[config.mk]
export PLATFORM = sky130hd
export DESIGN_NAME = ps2_keyboard_pad
export DESIGN_NICKNAME = d
export VERILOG_FILES = /design/src/rtl/ps2_pkg.sv /design/src/rtl/ps2_rx.sv /design/src/rtl/ps2_keyboard_pad.sv
export SDC_FILE = /design/constraint.sdc
export NUM_CORES = 1
export LEC_CHECK = 0
export ABC_AREA = 1
export BUFFER_PORTS_ARGS = -buffer_cell sky130_fd_sc_hd__buf_4
export CAP_MARGIN = 40
export CORE_MARGIN = 3
export CORE_UTILIZATION = 55
export DETAILED_ROUTE_END_ITERATION = 10
export PLACE_DENSITY = 0.84
export SLEW_MARGIN = 25
export SYNTH_ARGS = -nofsm -noshare
export SYNTH_HDL_FRONTEND = slang
export SYNTH_SLANG_ARGS = --single-unit
export TNS_END_PERCENT = 1
[constraint.sdc]
create_clock -name CLOCK_50 -period 2.1 [get_ports CLOCK_50]
set_clock_uncertainty 0.05 [all_clocks]
set_input_delay 0.105 -clock CLOCK_50 [delete_from_list [all_inputs] [get_ports CLOCK_50]]
set_output_delay 0.105 -clock CLOCK_50 [all_outputs]
set_load 0.1 [all_outputs]
[src/rtl/ps2_pkg.sv]
// Shared constants for the PS/2 keyboard pad: scancode set 2 markers,
// active-low Gigatron gamepad codes and the make/break decoder state.
package ps2_pkg;

    localparam logic [7:0] SC_EXT    = 8'hE0;
    localparam logic [7:0] SC_BRK    = 8'hF0;
    localparam logic [7:0] SC_LSHIFT = 8'h12;
    localparam logic [7:0] SC_RSHIFT = 8'h59;
    localparam logic [7:0] SC_RIGHT  = 8'h74;
    localparam logic [7:0] SC_LEFT   = 8'h6B;
    localparam logic [7:0] SC_DOWN   = 8'h72;
    localparam logic [7:0] SC_UP     = 8'h75;
    localparam logic [7:0] SC_HOME   = 8'h6C;
    localparam logic [7:0] SC_END    = 8'h69;

    // One cleared bit per button, as the gamepad shifter expects.
    typedef enum logic [7:0] {
        PAD_RIGHT  = 8'hFE,
        PAD_LEFT   = 8'hFD,
        PAD_DOWN   = 8'hFB,
        PAD_UP     = 8'hF7,
        PAD_START  = 8'hEF,
        PAD_SELECT = 8'hDF,
        PAD_B      = 8'hBF,
        PAD_A      = 8'h7F
    } pad_code_e;

    typedef enum logic [1:0] {
        ST_IDLE   = 2'd0,
        ST_EXT    = 2'd1,
        ST_BRK    = 2'd2,
        ST_EXTBRK = 2'd3
    } dec_state_e;

endpackage

[src/rtl/ps2_rx.sv]
// PS/2 line receiver: synchronises and deglitches the pins, assembles
// 11-bit frames on falling clock edges and discards stalled partial frames.
module ps2_rx #(
    parameter int unsigned FILTER_LEN  = 8,
    parameter int unsigned TIMEOUT_CYC = 5000
) (
    input  logic        clk,
    input  logic        rst_n,
    input  logic        ps2_clk,
    input  logic        ps2_dat,
    output logic [7:0]  scancode,
    output logic        strobe,
    output logic        error,
    output logic [3:0]  bitcnt,
    output logic [10:0] sr
);

    localparam int unsigned FW = $clog2(FILTER_LEN + 1);
    localparam int unsigned TW = $clog2(TIMEOUT_CYC + 1);

    logic [1:0]    clk_sync_q, dat_sync_q;
    logic          filt_q, filt_d;
    logic [FW-1:0] fcnt_q, fcnt_d;
    logic [3:0]    bitcnt_q, bitcnt_d;
    logic [10:0]   sr_q, sr_d;
    logic [TW-1:0] tmo_q, tmo_d;
    logic [7:0]    scancode_q, scancode_d;
    logic          strobe_q, strobe_d;
    logic          error_q, error_d;
    logic          fall_c;
    logic [10:0]   frame_c;

    // Pins idle high, so the synchronisers and filter come out of reset high.
    always_ff @(posedge clk or negedge rst_n) begin
        if (!rst_n) begin
            clk_sync_q <= 2'b11;
            dat_sync_q <= 2'b11;
            filt_q     <= 1'b1;
            fcnt_q     <= '0;
            bitcnt_q   <= '0;
            sr_q       <= '0;
            tmo_q      <= '0;
            scancode_q <= '0;
            strobe_q   <= 1'b0;
            error_q    <= 1'b0;
        end else begin
            clk_sync_q <= {clk_sync_q[0], ps2_clk};
            dat_sync_q <= {dat_sync_q[0], ps2_dat};
            filt_q     <= filt_d;
            fcnt_q     <= fcnt_d;
            bitcnt_q   <= bitcnt_d;
            sr_q       <= sr_d;
            tmo_q      <= tmo_d;
            scancode_q <= scancode_d;
            strobe_q   <= strobe_d;
            error_q    <= error_d;
        end
    end

    always_comb begin
        filt_d     = filt_q;
        fcnt_d     = '0;
        bitcnt_d   = bitcnt_q;
        sr_d       = sr_q;
        tmo_d      = tmo_q;
        scancode_d = scancode_q;
        strobe_d   = 1'b0;
        error_d    = 1'b0;
        frame_c    = {dat_sync_q[1], sr_q[10:1]};

        // Level flips only after FILTER_LEN consecutive disagreeing samples.
        if (clk_sync_q[1] != filt_q) begin
            if (fcnt_q == FW'(FILTER_LEN - 1)) begin
                filt_d = clk_sync_q[1];
            end else begin
                fcnt_d = fcnt_q + FW'(1);
            end
        end
        fall_c = filt_q & ~filt_d;

        if (fall_c) begin
            sr_d  = frame_c;
            tmo_d = '0;
            if (bitcnt_q == 4'd10) begin
                bitcnt_d = 4'd0;
                if (!frame_c[0] && frame_c[10] && (^frame_c[9:1])) begin
                    strobe_d   = 1'b1;
                    scancode_d = frame_c[8:1];
                end else begin
                    error_d = 1'b1;
                end
            end else begin
                bitcnt_d = bitcnt_q + 4'd1;
            end
        end else if (bitcnt_q != 4'd0) begin
            if (tmo_q == TW'(TIMEOUT_CYC - 1)) begin
                bitcnt_d = 4'd0;
                tmo_d    = '0;
            end else begin
                tmo_d = tmo_q + TW'(1);
            end
        end else begin
            tmo_d = '0;
        end
    end

    assign scancode = scancode_q;
    assign strobe   = strobe_q;
    assign error    = error_q;
    assign bitcnt   = bitcnt_q;
    assign sr       = sr_q;

endmodule

[src/rtl/ps2_keyboard_pad.sv]
// PS/2 keyboard to Gigatron input byte: decodes set 2 make/break sequences,
// translates key presses and offers the byte through a ready/ack handshake.
module ps2_keyboard_pad
    import ps2_pkg::*;
#(
    parameter int unsigned FILTER_LEN  = 8,
    parameter int unsigned TIMEOUT_CYC = 5000
) (
    input  logic        CLOCK_50,
    input  logic        reset_n,
    input  logic        clk1,
    input  logic        clk2,
    input  logic [2:0]  dbg_sel,
    output logic [15:0] dbg,
    input  logic        PS2_CLK,
    input  logic        PS2_DAT,
    output logic [7:0]  key_code,
    output logic        key_ready,
    input  logic        key_ack
);

    logic [7:0]  rx_code;
    logic        rx_stb, rx_err;
    logic [3:0]  rx_bitcnt;
    logic [10:0] rx_sr;

    ps2_rx #(
        .FILTER_LEN (FILTER_LEN),
        .TIMEOUT_CYC(TIMEOUT_CYC)
    ) u_rx (
        .clk     (CLOCK_50),
        .rst_n   (reset_n),
        .ps2_clk (PS2_CLK),
        .ps2_dat (PS2_DAT),
        .scancode(rx_code),
        .strobe  (rx_stb),
        .error   (rx_err),
        .bitcnt  (rx_bitcnt),
        .sr      (rx_sr)
    );

    // Returns {hit, byte}; letters are uppercased while shift is held.
    function automatic logic [8:0] translate(input logic [7:0] sc, input logic ext,
                                             input logic shift);
        logic [7:0] ch;
        logic       hit;
        ch  = 8'h00;
        hit = 1'b1;
        if (ext) begin
            case (sc)
                SC_RIGHT: ch = PAD_RIGHT;
                SC_LEFT:  ch = PAD_LEFT;
                SC_DOWN:  ch = PAD_DOWN;
                SC_UP:    ch = PAD_UP;
                SC_HOME:  ch = PAD_START;
                SC_END:   ch = PAD_SELECT;
                default:  hit = 1'b0;
            endcase
        end else begin
            case (sc)
                8'h1C: ch = 8'h61;  8'h32: ch = 8'h62;  8'h21: ch = 8'h63;
                8'h23: ch = 8'h64;  8'h24: ch = 8'h65;  8'h2B: ch = 8'h66;
                8'h34: ch = 8'h67;  8'h33: ch = 8'h68;  8'h43: ch = 8'h69;
                8'h3B: ch = 8'h6A;  8'h42: ch = 8'h6B;  8'h4B: ch = 8'h6C;
                8'h3A: ch = 8'h6D;  8'h31: ch = 8'h6E;  8'h44: ch = 8'h6F;
                8'h4D: ch = 8'h70;  8'h15: ch = 8'h71;  8'h2D: ch = 8'h72;
                8'h1B: ch = 8'h73;  8'h2C: ch = 8'h74;  8'h3C: ch = 8'h75;
                8'h2A: ch = 8'h76;  8'h1D: ch = 8'h77;  8'h22: ch = 8'h78;
                8'h35: ch = 8'h79;  8'h1A: ch = 8'h7A;
                8'h45: ch = 8'h30;  8'h16: ch = 8'h31;  8'h1E: ch = 8'h32;
                8'h26: ch = 8'h33;  8'h25: ch = 8'h34;  8'h2E: ch = 8'h35;
                8'h36: ch = 8'h36;  8'h3D: ch = 8'h37;  8'h3E: ch = 8'h38;
                8'h46: ch = 8'h39;
                8'h29: ch = 8'h20;  8'h5A: ch = 8'h0A;  8'h66: ch = 8'h7F;
                8'h0D: ch = 8'h09;  8'h76: ch = 8'h1B;
                default: hit = 1'b0;
            endcase
            if (shift && ch >= 8'h61 && ch <= 8'h7A) begin
                ch = ch - 8'h20;
            end
        end
        return {hit, ch};
    endfunction

    logic [1:0] clk1_sync_q, clk2_sync_q, ack_sync_q;
    logic       ack_prev_q;
    dec_state_e state_q, state_d;
    logic       shift_q, shift_d;
    logic [7:0] key_code_q, key_code_d;
    logic       key_ready_q, key_ready_d;
    logic [7:0] last_sc_q, last_sc_d;
    logic [7:0] frm_cnt_q, frm_cnt_d;
    logic [7:0] err_cnt_q, err_cnt_d;
    logic [15:0] dbg_q, dbg_d;
    logic       ack_rise_c, in_ext_c, in_brk_c;
    logic [8:0] tr_c;

    always_ff @(posedge CLOCK_50 or negedge reset_n) begin
        if (!reset_n) begin
            clk1_sync_q <= '0;
            clk2_sync_q <= '0;
            ack_sync_q  <= '0;
            ack_prev_q  <= 1'b0;
            state_q     <= ST_IDLE;
            shift_q     <= 1'b0;
            key_code_q  <= 8'hFF;
            key_ready_q <= 1'b0;
            last_sc_q   <= '0;
            frm_cnt_q   <= '0;
            err_cnt_q   <= '0;
            dbg_q       <= '0;
        end else begin
            clk1_sync_q <= {clk1_sync_q[0], clk1};
            clk2_sync_q <= {clk2_sync_q[0], clk2};
            ack_sync_q  <= {ack_sync_q[0], key_ack};
            ack_prev_q  <= ack_sync_q[1];
            state_q     <= state_d;
            shift_q     <= shift_d;
            key_code_q  <= key_code_d;
            key_ready_q <= key_ready_d;
            last_sc_q   <= last_sc_d;
            frm_cnt_q   <= frm_cnt_d;
            err_cnt_q   <= err_cnt_d;
            dbg_q       <= dbg_d;
        end
    end

    always_comb begin
        state_d     = state_q;
        shift_d     = shift_q;
        key_code_d  = key_code_q;
        key_ready_d = key_ready_q;
        last_sc_d   = last_sc_q;
        frm_cnt_d   = frm_cnt_q;
        err_cnt_d   = err_cnt_q;
        dbg_d       = dbg_q;
        ack_rise_c  = ack_sync_q[1] & ~ack_prev_q;
        in_ext_c    = (state_q == ST_EXT) || (state_q == ST_EXTBRK);
        in_brk_c    = (state_q == ST_BRK) || (state_q == ST_EXTBRK);
        tr_c        = translate(rx_code, in_ext_c, shift_q);

        // Ack clears first so a make in the same cycle still leaves ready set.
        if (ack_rise_c) begin
            key_ready_d = 1'b0;
        end
        if (rx_err) begin
            err_cnt_d = err_cnt_q + 8'd1;
        end

        if (rx_stb) begin
            last_sc_d = rx_code;
            frm_cnt_d = frm_cnt_q + 8'd1;
            if (rx_code == SC_EXT) begin
                state_d = in_brk_c ? ST_EXTBRK : ST_EXT;
            end else if (rx_code == SC_BRK) begin
                state_d = in_ext_c ? ST_EXTBRK : ST_BRK;
            end else begin
                state_d = ST_IDLE;
                if (!in_ext_c && (rx_code == SC_LSHIFT || rx_code == SC_RSHIFT)) begin
                    shift_d = ~in_brk_c;
                end else if (!in_brk_c && tr_c[8]) begin
                    key_code_d  = tr_c[7:0];
                    key_ready_d = 1'b1;
                end
            end
        end

        case (dbg_sel)
            3'd0: dbg_d = {last_sc_q, key_code_q};
            3'd1: dbg_d = {frm_cnt_q, err_cnt_q};
            3'd2: dbg_d = {5'b0, state_q, shift_q, rx_bitcnt, clk1_sync_q[1],
                           clk2_sync_q[1], key_ready_q, ack_sync_q[1]};
            3'd3: dbg_d = {5'b0, rx_sr};
            default: dbg_d = 16'hDEAD;
        endcase
    end

    assign key_code  = key_code_q;
    assign key_ready = key_ready_q;
    assign dbg       = dbg_q;

endmodule

==> results_dict.tcl, run 1 <==
set metrics [dict create \
    coreArea_um2 9415 \
    ios 35 \
    yosysWarnings 0 \
    crit_path_end_kind "flip-flop" \
    crit_type "reg -> reg" \
    place_inst 888 \
    critPathLaunchType "flip-flop" \
    dr_total_vias 5247 \
    grt_pass1_vias 5331 \
    cp.required_ns 2.36 \
    fin_ws_ns -0.1573 \
    relSlewSlack_pct 66.99 \
    grt_pass1_wl_mm 25.04 \
    violations "negative setup slack" \
    critPathArrivalTime_ns 2.52 \
    num_rows 35 \
    critPathBufInv 4 \
    whs_path_depth 3 \
    cts_buffers 9 \
    htreeDepth 3 \
    finalHoldViolations 0 \
    nNetsFinal 806 \
    cpLargestDelayFamily "simple AND/OR/NAND/NOR gates" \
    leakage_nw 3.460 \
    synth.distinct_cells 44 \
    ys_seq_elements 106 \
    fp.dieArea_um2 11070 \
    dp_hpwl_mm 10.94 \
    synthCells 666 \
    cts_root_buf "clkbuf_8" \
    ant_nets 0 \
    cpMaxStageDelayCell "dfrtp_2" \
    cellPowerDensity_nw_per_um2 679.4 \
    min_period_over_period_pct 107.5 \
    drv_slew 0 \
    worstMarginPinSlew_ns 0.4951 \
    dp_slack_ns -0.2968 \
    worstSkewPairLatency_ns 0.38 \
    wire_per_inst_um 16.55 \
    viasPerCell 5.691 \
    grt_use_met1_pct 34.84 \
    setup_viol 8 \
    floorplan.initialDensity_pct 57.51 \
    drc 0 \
    mappedNetlistArea_um2 5415 \
    outcome "finished, violations left" \
    grt_use_met3_pct 7.165 \
    drive_above_1_share_pct 29.76 \
    crit_path_cell_trace "buf_4, nand2_4, inv_1, nand2_1, nor2_1, nor2_2, nand3_1, nor2_4, nand3_1, inv_1, ha_1, inv_2, o311ai_4, a21oi_2" \
    grt_max_degree 40 \
    dieHeight_um 105.2 \
    antenna_found_initial 0 \
    die_w_um 105.2 \
    grt_setup_unrepaired "yes" \
    worstHoldPathType "in -> reg" \
    io_buffers 34 \
    nFillCells 648 \
    reg2regPathDepth 14 \
    clk_path_buf_depth 2 \
    n_antenna_cell 0 \
    gr-max-usage-layer "met2" \
    grt_util_all_layers_pct 28.13 \
    met2_usage_pct 47.45 \
    overflow 0 \
    vdd_ir_drop_max_v 0.0006069 \
    path_max_fanout 5 \
    period_needed_ns 2.257 \
    synth-edff-count 0 \
    cts.sinks 106 \
    drtPass1Iterations 5 \
    synth_ff_type "dfrtp_1" \
    critPathMaxStageDelay_ns 0.45 \
    holdWs_ns 0.01539 \
    drtIter0Drc 433 \
    async_flop_share_pct 100.0 \
    syn-num-nets 684 \
    synth-seq-area-share_pct 49.28 \
    area_growth_pct 29.99 \
    clkSlewWorstSetupHoldPaths_ns 0.10 \
    drt_wl_total_mm 15.26 \
    fin_cells 922 \
    fmax_mhz 443.0 \
    cts_tree "done" \
    routabilityCongestion 1.085 \
    cap_viol_max_count 0 \
    crit_cells 14 \
    syn_area_per_cell_um2 8.131 \
]
-- state kept, by name, summed over array words and instances (netlist names), 2 cells and up --
| signal | flops |
|---|---|
| u_rx.sr | 11 |
| u_rx.bitcnt | 4 |
| dbg | 16 |
| key_code | 8 |
| ack_sync_q | 2 |
| state_q | 2 |
| err_cnt_q | 8 |
| clk1_sync_q | 2 |
| last_sc_q | 8 |
| u_rx.fcnt_q | 4 |
| frm_cnt_q | 8 |
| u_rx.tmo_q | 13 |
| clk2_sync_q | 2 |
| u_rx.clk_sync_q | 2 |
| u_rx.dat_sync_q | 2 |
| u_rx.scancode | 8 |
-- power by group --
group / switching, mW / internal (mW)
clock network: 0.674 / 0.707
logic: 0.741 / 0.338
registers: 0.131 / 2.19
-- metal layers --
metal	routed length (µm)	up-vias
li1	-	2413
met1	6091	2525
met2	7380	246
met3	1231	63
met4	553	0
met5	0	-
-- tightest hold or removal path, delay by kind of cell --
kind / cells / cell delay, ns
compound gates: 2 / 0.14
buf+inv: 1 / 0.16
-- Yosys cell counts, drive strengths merged (2+ instances only) --
| cell | n | share of area, % |
|---|---|---|
| ha | 8 | 1.8 |
| clkbuf | 8 | 0.55 |
| nand2 | 172 | 12 |
| o221ai | 8 | 1.3 |
| nor3 | 10 | 1.0 |
| nor2 | 86 | 6.3 |
| nand4 | 21 | 2.7 |
| xor2 | 21 | 3.5 |
| a221oi | 4 | 0.65 |
| dfstp | 13 | 6.3 |
| a22oi | 7 | 0.97 |
| o2111ai | 2 | 0.32 |
| buf | 2 | 0.16 |
| a21oi | 18 | 1.7 |
| o21ai | 37 | 3.4 |
| inv | 90 | 6.2 |
| o211ai | 2 | 0.28 |
| nor4 | 5 | 0.58 |
| nand3 | 38 | 3.8 |
| xnor2 | 9 | 1.5 |
| dfrtp | 93 | 43 |
-- per-stage QoR --
step	cell area, µm²	setup TNS (ns)	util (%)	power [mW]
floorplan	5440	0	-	3.015
global placement	6349	-0.1932	67.43	3.273
detailed placement	6349	-0.4182	67.43	3.351
CTS	6847	-0.04275	72.72	4.765
global route	7039	-1.675	74.76	5.009
finish	7039	-0.5809	74.76	4.783
-- final timing paths --
check,slack (ns),end,start
hold reg to reg,0.31,clk1_sync_q[1],clk1_sync_q[0]
min in group asynchronous,0.12,u_rx.sr[5],reset_n
max in group asynchronous,1.23,key_code[7],reset_n
setup reg to reg,-0.16,key_code[6],u_rx.scancode[5]
hold / removal,0.02,dbg[11],dbg_sel[2]
setup / recovery,-0.16,key_code[6],u_rx.scancode[5]
-- cell usage in the layout, fill, tap and decap left out, drive strengths merged --
cell,instances
nand2,172
buf,113
dfrtp,93
inv,90
nor2,88
nand3,38
o21ai,37
nand4,21
xor2,21
a21oi,18
dfstp,13
clkbuf,12
nor3,10
xnor2,9
o221ai,8
ha,8
a22oi,7
dlygate4sd3,6
nor4,5
a221oi,4
o211ai,2
o2111ai,2
bufinv,2
or2,1
a211oi,1
nor3b,1
o22ai,1
a21boi,1
o311ai,1
a31oi,1
o21a,1
and3,1
a22o,1
nand3b,1
o32ai,1
clkinvlp,1
clkinv,1
-- cells by family (layout without fill, tap and decap cells) --
family	Yosys count	count (layout)	share of synthesized area [%]
adders and majority gates	8	8	1.849
AOI/OAI and AO/OA	86	86	9.797
buffers and inverters	100	225	6.955
DFF	106	106	49.28
and+or+nand+nor	336	338	27.13
xor gates and xnor gates	30	30	4.991
-- what timing repair did --
action / in CTS / in global routing
endpoints found under the setup margin: 20 / 34
gates resized for setup: 58 / 42
hold endpoints to repair: 100 / 0
hold buffers: 6 / 0
cloned: 2 / 0
pin swaps: 12 / 22
buffers inserted: 3 / 7
-- area by class of cell --
type                    count  area, µm²  share of cell area, %
clock buffers              12      145.1                  2.062
clock inverters             4      76.32                  1.084
inverters                  90      337.8                  4.799
multi-input cells         462       2691                  38.23
flip-flops and latches    106       2681                  38.09
well taps                 129      161.4                  2.293
repair buffers            119      945.9                  13.44
(Power assumes the default switching activity.)
==> inputs of run 2 (changes only) <==
- CELL_PAD_IN_SITES_DETAIL_PLACEMENT: default -> 0
- CELL_PAD_IN_SITES_GLOBAL_PLACEMENT: default -> 1
- CORE_UTILIZATION: 55 -> 46
- PLACE_DENSITY: 0.84 -> 0.88
- clock period: 2.1 -> 2.3 ns (I/O delays scaled with it)
==> results_dict.tcl, run 2 (synthesis results as in run 1) <==
set metrics [dict create \
    fmax_mhz 453.9 \
    overflow 0 \
    drt_wl_total_mm 14.07 \
    num_rows 38 \
    critPathMaxStageDelay_ns 0.41 \
    crit_type "reg -> reg" \
    dr_total_vias 4788 \
    cap_viol_max_count 0 \
    worstSkewPairLatency_ns 0.35 \
    fin_util_pct 59.74 \
    area_growth_pct 23.27 \
    drtIter0Drc 413 \
    grt_pass1_vias 4720 \
    coreArea_um2 11170 \
    postLayoutCellArea_um2 6675 \
    floorplan.initialDensity_pct 48.47 \
    period_needed_ns 2.203 \
    min_period_over_period_pct 95.79 \
    drive_above_1_share_pct 20.95 \
    dieHeight_um 114.5 \
    ant_nets 0 \
    fp.dieArea_um2 13110 \
    grt_max_degree 57 \
    largest_reg_flops 16 \
    die_w_um 114.5 \
    cp.required_ns 2.54 \
    final_cell_mix "nand2_1, dfrtp_1, inv_1, buf_4, nor2_1" \
    drv_slew 0 \
    worstMarginPinSlew_ns 0.7271 \
    cpMaxStageDelayCell "dfrtp_1" \
    path_max_fanout 5 \
    critPathBufInv 4 \
    finalHoldViolations 0 \
    nNetsFinal 772 \
    drc 0 \
    critPathArrivalTime_ns 2.44 \
    cts.sinks 106 \
    leakage_nw 3.275 \
    clk_path_buf_depth 2 \
    final_common_cell "nand2_1" \
    ff_latch_area_um2 2673 \
    clkSlewWorstSetupHoldPaths_ns 0.08 \
    relSlewSlack_pct 51.08 \
    routabilityCongestion 0.9207 \
    cpLargestDelayFamily "simple AND/OR/NAND/NOR gates" \
    cts_buffers 9 \
    holdWs_ns 0.06780 \
    vdd_ir_drop_max_v 0.0006908 \
    viasPerCell 5.326 \
    wire_per_inst_um 15.66 \
    multi_input_area_um2 2495 \
    dp_hpwl_mm 10.54 \
    place_area_um2 6127 \
    critPathLaunchType "flip-flop" \
    worstHoldPathType "in -> reg" \
    crit_path_end_kind "flip-flop" \
    ios 35 \
    antenna_found_initial 0 \
    grt_setup_unrepaired "yes" \
    tns_ns 0 \
    cts_root_buf "clkbuf_16" \
    cts_tree "done" \
    outcome "finished clean" \
    grt_pass1_wl_mm 23.56 \
    io_buffers 34 \
    crit_path_frequent_cell "inv_1" \
    nFillCells 994 \
    crit_path_cell_trace "inv_1, nand2_4, nor2_1, buf_4, nand2_1, nand2_1, nor2_1, nand2_2, nor2_4, nand3_2, inv_1, ha_1, inv_1, o311ai_2, a21oi_1" \
    n_antenna_cell 0 \
    htreeDepth 3 \
    setup_viol 0 \
    cellPowerDensity_nw_per_um2 686.8 \
    drtPass1Iterations 5 \
    grt_util_all_layers_pct 22.90 \
]
-- run 2: path summary, 6_finish.rpt --
kind                                  start             to  slack [ns]  depth (start not counted)
hold / removal                   dbg_sel[2]        dbg[11]        0.07                          3
setup reg to reg           u_rx.scancode[0]    key_code[6]         0.1                         15
hold reg to reg               ack_sync_q[0]  ack_sync_q[1]        0.30                          0
setup / recovery           u_rx.scancode[0]    key_code[6]         0.1                         15
max in group asynchronous           reset_n    key_code[4]        1.30                          3
min in group asynchronous           reset_n  u_rx.tmo_q[5]        0.20                          2
-- run 2: repair_timing --
item                                    4_1_cts  5_1_grt
setup buffers                                 1        5
cloned                                        0        0
hold buffers                                  6        0
gates resized for setup                      13       33
endpoints found under the hold margin        37        0
endpoints found under the setup margin        1       19
pin swaps                                     0        9
-- run 2: through the flow --
step	total power, mW	std cells	worst slack [ns]
floorplan	2.753	666	0.1399
global placement	2.967	871	-0.07245
detailed placement	2.998	871	-0.1116
CTS	4.619	894	0.01053
global route	4.815	899	-0.06457
finish	4.585	899	0.09688
-- run 2: metal layers --
| metal | up-vias | global-route usage [%] | part of all wire, % |
|---|---|---|---|
| met5 | - | 0 | 0 |
| met4 | 0 | 5.384 | 1.1 |
| met3 | 12 | 6.184 | 6.4 |
| met2 | 129 | 34.77 | 45 |
| met1 | 2300 | 32.84 | 48 |
| li1 | 2347 | - | - |
-- run 2: power by group --
group          total, mW  internal, mW  switching (mW)
Sequential          2.12          2.00           0.115
Combinational      0.865         0.260           0.606
Clock               1.60         0.894           0.708
-- run 2: worst register-to-register path: cells and delay by family (launching register included) --
kind / cells / cell delay, ns
AND/OR/NAND/NOR: 8 / 0.82
flip-flops: 1 / 0.41
buffers and inverters: 4 / 0.39
AO/OA/AOI/OAI: 2 / 0.26
adder cells (fa/ha/maj): 1 / 0.22
-- run 2: area by class of cell --
| type | instances | share of cell area, % |
|---|---|---|
| Multi-Input combinational cell | 460 | 37.38 |
| Sequential cell | 106 | 40.04 |
| Tap cell | 140 | 2.624 |
| Clock buffer | 11 | 3.636 |
| Inverter | 90 | 5.061 |
| Clock inverter | 5 | 1.012 |
| Timing Repair Buffer | 87 | 10.25 |
